**src/rtl/ex_pkg.sv**
```systemverilog
// Shared types and constants for the execute-stage back end.
// Latency: none (declarations only).
// Backpressure: n/a.
package ex_pkg;

  localparam int DATA_W = 8;
  localparam int REG_AW = 3;

  // ALU function class, taken from alu_fun[4:3]
  localparam logic [1:0] CLS_ARITH   = 2'b00;
  localparam logic [1:0] CLS_ARITH_I = 2'b01;
  localparam logic [1:0] CLS_ADDR    = 2'b10;
  localparam logic [1:0] CLS_SHIFT   = 2'b11;

  typedef struct packed {
    logic [DATA_W-1:0] result;
    logic [REG_AW-1:0] dest;
    logic              wb_en;
  } ex_entry_t;

  // Address calculations leave the architectural flags alone
  function automatic logic cls_writes_flags(input logic [1:0] cls);
    return cls != CLS_ADDR;
  endfunction

endpackage

```
**src/rtl/ex_result_stage_if.sv**
```systemverilog
// ALU-side input bundle and memory/writeback-side output bundle of the stage.
// Latency: none (wires only).
// Backpressure: in_ready / out_ready handshakes carried as plain signals.
interface ex_result_stage_if;
  import ex_pkg::*;

  logic              in_valid;
  logic              in_ready;
  logic [DATA_W-1:0] alu_result;
  logic              alu_zero;
  logic              alu_cout;
  logic [4:0]        alu_fun;
  logic [REG_AW-1:0] in_dest;
  logic              in_wb_en;

  logic              out_valid;
  logic              out_ready;
  logic [DATA_W-1:0] out_result;
  logic [REG_AW-1:0] out_dest;
  logic              out_wb_en;

  // The result stage itself
  modport slave (
    input  in_valid, alu_result, alu_zero, alu_cout, alu_fun, in_dest, in_wb_en,
    input  out_ready,
    output in_ready,
    output out_valid, out_result, out_dest, out_wb_en
  );

  // The ALU plus the downstream consumer
  modport master (
    output in_valid, alu_result, alu_zero, alu_cout, alu_fun, in_dest, in_wb_en,
    output out_ready,
    input  in_ready,
    input  out_valid, out_result, out_dest, out_wb_en
  );

endinterface

```
**src/rtl/ex_skid_buf.sv**
```systemverilog
// Two-entry elastic buffer (output register + skid register) of ex_entry_t.
// Latency: 1 cycle from push to pop_vld when the output register is free.
// Backpressure: push_rdy is registered (skid empty); a stall parks one entry in skid.
module ex_skid_buf
  import ex_pkg::*;
(
  input  logic      clk,
  input  logic      rst,
  input  logic      flush,
  input  logic      push_vld,
  output logic      push_rdy,
  input  ex_entry_t push_dat,
  output logic      pop_vld,
  input  logic      pop_rdy,
  output ex_entry_t pop_dat
);

  logic      out_vld_q, out_vld_d;
  ex_entry_t out_dat_q, out_dat_d;
  logic      skid_vld_q, skid_vld_d;
  ex_entry_t skid_dat_q, skid_dat_d;
  logic      xfer;

  // Next-state: refill output from skid first, then from the new push; park in skid when stalled
  always_comb begin
    out_vld_d  = out_vld_q;
    out_dat_d  = out_dat_q;
    skid_vld_d = skid_vld_q;
    skid_dat_d = skid_dat_q;
    xfer       = out_vld_q && pop_rdy;
    if (flush) begin
      out_vld_d  = 1'b0;
      skid_vld_d = 1'b0;
    end else if (!out_vld_q || xfer) begin
      if (skid_vld_q) begin
        // push_vld cannot be set here: push_rdy is low while skid holds data
        out_vld_d  = 1'b1;
        out_dat_d  = skid_dat_q;
        skid_vld_d = 1'b0;
      end else if (push_vld) begin
        out_vld_d = 1'b1;
        out_dat_d = push_dat;
      end else begin
        out_vld_d = 1'b0;
      end
    end else if (push_vld) begin
      skid_vld_d = 1'b1;
      skid_dat_d = push_dat;
    end
  end

  // Buffer state registers
  always_ff @(posedge clk) begin
    if (rst) begin
      out_vld_q  <= 1'b0;
      out_dat_q  <= '0;
      skid_vld_q <= 1'b0;
      skid_dat_q <= '0;
    end else begin
      out_vld_q  <= out_vld_d;
      out_dat_q  <= out_dat_d;
      skid_vld_q <= skid_vld_d;
      skid_dat_q <= skid_dat_d;
    end
  end

  assign push_rdy = !skid_vld_q;
  assign pop_vld  = out_vld_q;
  assign pop_dat  = out_dat_q;

endmodule

```
**src/rtl/ex_result_stage.sv**
```systemverilog
// Execute-stage back end: buffers ALU results for writeback and owns the C/Z flags (FLAG_SAVE_EN adds a shadow).
// Latency: 1 cycle accept-to-output; flags visible on cin the cycle after accept.
// Backpressure: out_ready stall fills the skid entry, then in_ready drops until it drains.
module ex_result_stage
  import ex_pkg::*;
(
  input  logic                clk,
  input  logic                rst,
  ex_result_stage_if.slave    io,
  input  logic                flush,
`ifdef FLAG_SAVE_EN
  input  logic                flag_save,
  input  logic                flag_restore,
`endif
  output logic                flag_c,
  output logic                flag_z,
  output logic                cin
);

  logic      accept;
  logic      push_rdy;
  ex_entry_t push_dat;
  ex_entry_t pop_dat;
  logic      flag_c_q, flag_c_d;
  logic      flag_z_q, flag_z_d;
  logic      unused_fun_lo;

  assign accept            = io.in_valid && push_rdy && !flush;
  assign push_dat.result   = io.alu_result;
  assign push_dat.dest     = io.in_dest;
  assign push_dat.wb_en    = io.in_wb_en;
  assign unused_fun_lo     = ^io.alu_fun[2:0];

  ex_skid_buf u_buf (
    .clk      (clk),
    .rst      (rst),
    .flush    (flush),
    .push_vld (accept),
    .push_rdy (push_rdy),
    .push_dat (push_dat),
    .pop_vld  (io.out_valid),
    .pop_rdy  (io.out_ready),
    .pop_dat  (pop_dat)
  );

  assign io.in_ready   = push_rdy;
  assign io.out_result = pop_dat.result;
  assign io.out_dest   = pop_dat.dest;
  assign io.out_wb_en  = pop_dat.wb_en;

`ifdef FLAG_SAVE_EN
  logic shadow_c_q, shadow_c_d;
  logic shadow_z_q, shadow_z_d;
`endif

  // Flag next-state: accepted non-address ops load C/Z; a restore overrides that update
  always_comb begin
    flag_c_d = flag_c_q;
    flag_z_d = flag_z_q;
    if (accept && cls_writes_flags(io.alu_fun[4:3])) begin
      flag_c_d = io.alu_cout;
      flag_z_d = io.alu_zero;
    end
`ifdef FLAG_SAVE_EN
    shadow_c_d = shadow_c_q;
    shadow_z_d = shadow_z_q;
    if (flag_restore) begin
      flag_c_d = shadow_c_q;
      flag_z_d = shadow_z_q;
    end
    // Saving captures the flags as they stand before this cycle's update
    if (flag_save) begin
      shadow_c_d = flag_c_q;
      shadow_z_d = flag_z_q;
    end
`endif
  end

  // Architectural flag registers (and shadow when present)
  always_ff @(posedge clk) begin
    if (rst) begin
      flag_c_q <= 1'b0;
      flag_z_q <= 1'b0;
`ifdef FLAG_SAVE_EN
      shadow_c_q <= 1'b0;
      shadow_z_q <= 1'b0;
`endif
    end else begin
      flag_c_q <= flag_c_d;
      flag_z_q <= flag_z_d;
`ifdef FLAG_SAVE_EN
      shadow_c_q <= shadow_c_d;
      shadow_z_q <= shadow_z_d;
`endif
    end
  end

  assign flag_c = flag_c_q;
  assign flag_z = flag_z_q;
  assign cin    = flag_c_q;

endmodule

```
**src/flat_wrapper.sv**
```systemverilog
// flat-port wrapper written by rule: the top's interface ports become plain ports
module ex_result_stage_flat import ex_pkg::*;
  (clk, rst, flush, flag_c, flag_z, cin, io_in_valid, io_alu_result, io_alu_zero, io_alu_cout, io_alu_fun, io_in_dest, io_in_wb_en, io_out_ready, io_in_ready, io_out_valid, io_out_result, io_out_dest, io_out_wb_en);
  ex_result_stage_if io_i ();
  input  logic clk;
  input  logic rst;
  input  logic flush;
  output logic flag_c;
  output logic flag_z;
  output logic cin;
  input wire logic [$bits(io_i.in_valid)-1:0] io_in_valid;
  input wire logic [$bits(io_i.alu_result)-1:0] io_alu_result;
  input wire logic [$bits(io_i.alu_zero)-1:0] io_alu_zero;
  input wire logic [$bits(io_i.alu_cout)-1:0] io_alu_cout;
  input wire logic [$bits(io_i.alu_fun)-1:0] io_alu_fun;
  input wire logic [$bits(io_i.in_dest)-1:0] io_in_dest;
  input wire logic [$bits(io_i.in_wb_en)-1:0] io_in_wb_en;
  input wire logic [$bits(io_i.out_ready)-1:0] io_out_ready;
  output wire logic [$bits(io_i.in_ready)-1:0] io_in_ready;
  output wire logic [$bits(io_i.out_valid)-1:0] io_out_valid;
  output wire logic [$bits(io_i.out_result)-1:0] io_out_result;
  output wire logic [$bits(io_i.out_dest)-1:0] io_out_dest;
  output wire logic [$bits(io_i.out_wb_en)-1:0] io_out_wb_en;
  assign io_i.in_valid = io_in_valid;
  assign io_i.alu_result = io_alu_result;
  assign io_i.alu_zero = io_alu_zero;
  assign io_i.alu_cout = io_alu_cout;
  assign io_i.alu_fun = io_alu_fun;
  assign io_i.in_dest = io_in_dest;
  assign io_i.in_wb_en = io_in_wb_en;
  assign io_i.out_ready = io_out_ready;
  assign io_in_ready = io_i.in_ready;
  assign io_out_valid = io_i.out_valid;
  assign io_out_result = io_i.out_result;
  assign io_out_dest = io_i.out_dest;
  assign io_out_wb_en = io_i.out_wb_en;
  ex_result_stage u_core (.clk(clk), .rst(rst), .io(io_i), .flush(flush), .flag_c(flag_c), .flag_z(flag_z), .cin(cin));
endmodule
```
**config.mk**
```make
export PLATFORM = sky130hd
export DESIGN_NAME = ex_result_stage_flat
export DESIGN_NICKNAME = d
export VERILOG_FILES = /design/src/rtl/ex_pkg.sv /design/src/rtl/ex_result_stage_if.sv /design/src/rtl/ex_skid_buf.sv /design/src/rtl/ex_result_stage.sv /design/src/flat_wrapper.sv
export SDC_FILE = /design/constraint.sdc
export NUM_CORES = 1
export LEC_CHECK = 0
export CELL_PAD_IN_SITES_DETAIL_PLACEMENT = 1
export CELL_PAD_IN_SITES_GLOBAL_PLACEMENT = 1
export CORE_MARGIN = 4
export CORE_UTILIZATION = 31
export CTS_CLUSTER_SIZE = 25
export DETAILED_ROUTE_END_ITERATION = 7
export GPL_TIMING_DRIVEN = 0
export PLACE_DENSITY = 0.82
export SYNTH_ARGS = -nofsm -noshare
export SYNTH_HDL_FRONTEND = slang
export SYNTH_SLANG_ARGS = --single-unit
```
**constraint.sdc**
```tcl
create_clock -name clk -period 1.4 [get_ports clk]
set_input_delay 0.28 -clock clk [delete_from_list [all_inputs] [get_ports clk]]
set_output_delay 0.28 -clock clk [all_outputs]
set_load 0.02 [all_outputs]
```
Word-level counts from Yosys, hierarchy flattened
Index checks and enable logic that the tools add are counted.
{ "word_totals": {"romBits": 0, "mem_bits_rw": 0, "latchBits": 0, "ff_bits": 28, "mem_count": 0, "elab_cells": 30, "input_bits": 24} }
{ "op_classes": {"shift": 0, "add_sub_neg": 0, "div": 0, "n_eq_ne": 1, "multipliers": 0, "n_lt_le_gt_ge": 0, "reduce_logical": 13, "bitwise_logic": 2, "n_mux": 4} }
{ "ops": {"columns": ["operator", "n"], "rows": [
  ["two-way mux 12 bit", 2],
  ["AND reduction 3 bit", 2],
  ["logical AND 1 bit", 4],
  ["zero test 1 bit", 3],
  ["OR reduction 3 bit", 1],
  ["two-way mux 1 bit", 2],
  ["!= test 2 bit, second input constant", 1],
  ["inverter 1 bit", 2],
  ["nonzero test 2 bit", 1],
  ["OR reduction 2 bit", 1],
  ["logical OR 1 bit", 1]
]} }

Longest topological paths before layout
{ "logic_depth": {"word_depth": 5, "depth_mapped": 5} }

Modules after synthesis
From an unflattened synthesis, not the netlist that was laid out.
{ "unflattened": {"cells_unflattened": 130, "hier_area_um2": 1247.4} }
{ "by_module_without_submodules": {"columns": ["module", "seq_area_each_um2", "cells_per_inst", "area_per_inst_um2", "n_inst"], "rows": [
  ["ex_skid_buf", 520.5, 117, 1119.8, 1],
  ["ex_result_stage", 40.0, 13, 127.6, 1]
]} }

Least setup slack after synthesis
OpenSTA, ideal clock, no wires.
{ "synth_path": {"path_kind": "reg2reg", "start": "register u_core.u_buf.skid_vld_q", "end": "register u_core.u_buf.skid_dat_q[0] in the netlist's numbering", "slack_ns": 0.069, "setup_time_ns": 0.072, "arrival_ns": 1.259, "path_stages_with_launch": 6, "path_buffers": 2, "t_required_ns": 1.328, "path_cell_list": "dfxtp_1 buf_6 or3b_4 nor2_8 buf_12 mux2i_1"} }
{ "synth_via": {"elab_chain_len": 4} }
{ "synth_lines": {"columns": ["element", "line", "source"], "rows": [
  ["start: declaration", "ex_skid_buf.sv:20", "logic skid_vld_q, skid_vld_d;"],
  ["start signal: assignment", "ex_skid_buf.sv:62", "skid_vld_q <= skid_vld_d;"],
  ["zero test 1 bit", "ex_skid_buf.sv:67", "assign push_rdy = !skid_vld_q;"],
  ["logical AND 1 bit (2 in series)", "ex_result_stage.sv:28", "assign accept = io.in_valid && push_rdy && !flush;"],
  ["AND reduction 3 bit (no source line)", null, null],
  ["end signal: assignment", "ex_skid_buf.sv:63", "skid_dat_q <= skid_dat_d;"],
  ["end: declaration", "ex_skid_buf.sv:21", "ex_entry_t skid_dat_q, skid_dat_d;"]
]} }
No other way between the ends.
A chain may end at the register's enable or synchronous reset.

Final worst setup path
{ "layout_path": {"start": "register u_core.u_buf.skid_vld_q", "end": "register u_core.u_buf.skid_dat_q[3] in the netlist's numbering"} }
Same word-level chain as after synthesis.

==> results <==
==> layout make-up <==
| type | instances | area [µm²] | share of cell area |
|---|---|---|---|
| Tap cell | 50 | 62.6 | 0.0318 |
| Clock buffer | 4 | 55.1 | 0.0280 |
| Multi-Input combinational cell | 87 | 744 | 0.378 |
| Timing Repair Buffer | 45 | 428 | 0.217 |
| Inverter | 2 | 7.51 | 0.00381 |
| Buffer | 11 | 108 | 0.0546 |
| Sequential cell | 28 | 564 | 0.287 |
==> per-layer routing <==
| metal | vias up | share of wire |
|---|---|---|
| met3 | 5 | 0.034 |
| met1 | 584 | 0.42 |
| met5 | - | 0 |
| met2 | 28 | 0.54 |
| met4 | 0 | 0.0092 |
| li1 | 543 | - |
==> power by group <==
part,internal (mW),switching [mW],leakage [nW],total [mW]
Combinational,0.162,0.164,0.499,0.326
Sequential,0.825,0.0175,0.229,0.843
Clock,0.252,0.259,0.0288,0.511
Total,1.24,0.440,0.757,1.68
==> state kept, by name (all words and copies together), names as in the netlist <==
signal / cells
u_core.u_buf.pop_vld: 1
u_core.u_buf.skid_vld_q: 1
u_core.cin: 1
u_core.flag_z: 1
u_core.u_buf.pop_dat: 12
u_core.u_buf.skid_dat_q: 12
==> critical path, delay by kind of cell (launching register included) <==
family	cells	cell delay [ns]
AND/OR/NAND/NOR	2	0.55
flip-flops	1	0.38
multiplexers	1	0.21
buffers and inverters	2	0.22
==> what timing repair did <==
item                                    4_1_cts  5_1_grt
buffers inserted                              6        1
resized for setup                            40       19
endpoints found under the setup margin       40       21
cloned                                        1        1
pin swaps                                     2        2
==> cells in the mapped netlist <==
library cell   n
nand2b_1      29
dfxtp_1       28
mux2i_1       26
a211oi_1      13
a21oi_1       12
clkbuf_1       6
buf_2          3
a21oi_2        1
and2_1         1
buf_12         1
buf_4          1
buf_6          1
inv_1          1
inv_2          1
nor2_1         1
nor2_8         1
nor4_1         1
o21ba_2        1
or3b_4         1
==> kinds of logic after synthesis <==
logic type,share of synthesized area
AOI/OAI and AO/OA,0.135
buffers and inverters,0.0640
DFF,0.428
muxes,0.199
and+or+nand+nor,0.175
==> how the worst min path moves through the flow <==
stage                                                  start                                        to  cells past startpoint
floorplan                                              flush         u_core.u_buf.pop_vld$_SDFFE_PP0P_                      1
global placement    u_core.u_buf.skid_dat_q[11]$_SDFFE_PP0P_  u_core.u_buf.skid_dat_q[11]$_SDFFE_PP0P_                      2
detailed placement                u_core.flag_z$_SDFFE_PP0P_                u_core.flag_z$_SDFFE_PP0P_                      2
CTS                                                    flush      u_core.u_buf.skid_vld_q$_SDFFE_PP0P_                      2
global route                                           flush      u_core.u_buf.skid_vld_q$_SDFFE_PP0P_                      2
finish                                                 flush      u_core.u_buf.skid_vld_q$_SDFFE_PP0P_                      2
==> through the flow <==
step / setup TNS, ns / hold slack [ns] / setup slack [ns]
2_1_floorplan: 0 / 0.358 / 0.0695
3_3_place_gp: -10.11 / 0.459 / -0.487
3_5_place_dp: -11.39 / 0.472 / -0.574
4_1_cts: -0.332 / 0.353 / -0.0709
5_1_grt: -0.401 / 0.389 / -0.0821
6_report: -0.120 / 0.371 / -0.0367
==> placed cells by master, fill, tap and decap left out, types with 2 or more instances in the layout <==
cell type / count
clkdlybuf4s50_1: 18
clkbuf_1: 2
clkbuf_8: 5
nand2b_1: 29
mux2i_2: 2
dfxtp_1: 27
a211oi_1: 5
clkbuf_2: 2
a21oi_2: 2
buf_4: 8
dlygate4sd2_1: 18
clkbuf_4: 2
buf_12: 4
a211oi_2: 7
a21oi_1: 10
mux2i_1: 24
==> impl_metrics.json <==
{
  "fin_ws_ns": -0.0367,
  "final_cell_area_mm2": 0.00197,
  "grt_pass1_wl_mm": 6.22,
  "io_buffers": 37,
  "worst_slew_pin_slew_ns": 0.429,
  "drv_cap": 0,
  "synth_top_area_cell": "dfxtp_1",
  "peakVddDrop_mv": 0.420,
  "hold_path_class": "primary input to flip-flop",
  "layout.cells.non_filler": 227,
  "clkTransAtPathRegs_ns": 0.10,
  "synth_top_cell_area_share": 0.428,
  "hpwl_mm": 2.72,
  "diodes": 0,
  "drt_iter0_markers": 24,
  "grt_usage": 0.151,
  "r2r-start": "u_core.u_buf.skid_vld_q$_SDFFE_PP0P_",
  "path_class": "flip-flop to flip-flop",
  "period_share": 1.03,
  "cts_buffer_depth": 2,
  "die_w_um": 73.0,
  "rsz0062_at_grt": "yes",
  "htreeDepth": 1,
  "worst-path-max-fanout": 5,
  "dpl.cell_count": 216,
  "place_congestion": 0.748,
  "dieArea_mm2": 0.00533,
  "startpoint_type": "flip-flop",
  "nNetsFinal": 202,
  "core_area_mm2": 0.00406,
  "synth_cells": 129,
  "ys_ff_latch": 28,
  "drcViolationCount": 0,
  "gr-total-overflow": 0,
  "die_h_um": 73.0,
  "final_layout_size_suffix_gt1_frac": 0.232,
  "clock-sinks": 28,
  "initial_core_util": 0.323,
  "syn-num-nets": 153,
  "syn_avg_cell_area_um2": 10.2,
  "nFillCells": 447,
  "max_stage_delay_ns": 0.41,
  "numCtsBuffers": 3,
  "yosys_warnings": 0,
  "dr.pass1.iters": 4,
  "synth_seq_area_share": 0.428,
  "r2r.worst_path.cells": 5,
  "grt.busiest_layer": "met2",
  "vias": 1160,
  "pwr_density_cell_mw_per_mm2": 853,
  "critPathLaunch": "u_core.u_buf.skid_vld_q$_SDFFE_PP0P_",
  "violations": "negative setup slack",
  "detail_route.wl_per_cell_um": 17.2,
  "grt_max_degree": 16,
  "cts_tree": "built",
  "ant_nets": 0,
  "path_cells": "or3b_4 -> nor2_8 -> buf_12 -> buf_12 -> mux2i_2",
  "grtUsageMet3": 0.0262,
  "cts_hold_buf": 0,
  "status": "finished, violations left",
  "finalSetupViolCount": 5,
  "insertion_delay_ns": 0.28,
  "synth_area_leaders": "dfxtp_1 43%, mux2i_1 20%, nand2b_1 14%, a211oi_1 7.4%, a21oi_1 4.6%",
  "wl_mm": 3.91,
  "synthesis.area_mm2": 0.00131,
  "rr_endpoint": "u_core.u_buf.skid_dat_q[3]$_SDFFE_PP0P_",
  "viasPerCell": 5.11,
  "p_leak_nw": 0.757,
  "regToRegSetupSlack_ns": -0.04,
  "rows": 23,
  "finalPower_mw": 1.68,
  "fin_util": 0.485,
  "cp_data_arrival_time_ns": 1.65,
  "area_growth_pct": 50.3,
  "hold_viol": 0,
  "io_pins": 41,
  "drv_slew": 0,
  "grt.met2_usage": 0.278,
  "cp_slowest_cell": "or3b_4",
  "antenna_found_initial": 0,
  "finalCriticalPeriod_ns": 1.44,
  "cp_common_cell": "buf_12",
  "cp-end-kind": "flip-flop",
  "max_freq_ghz": 0.696,
  "ys_types": 19,
  "grt_pass1_vias": 1278,
  "grt_use_met1": 0.175,
  "timing.slew.headroom": 0.714,
  "finalClockSkew_ns": 0.00913,
  "cp-endpoint": "u_core.u_buf.skid_dat_q[3]$_SDFFE_PP0P_",
  "required_ns": 1.61,
  "postPlaceCellArea_mm2": 0.00174,
  "root_buffer": "clkbuf_8"
}
(Power assumes the default switching activity.)
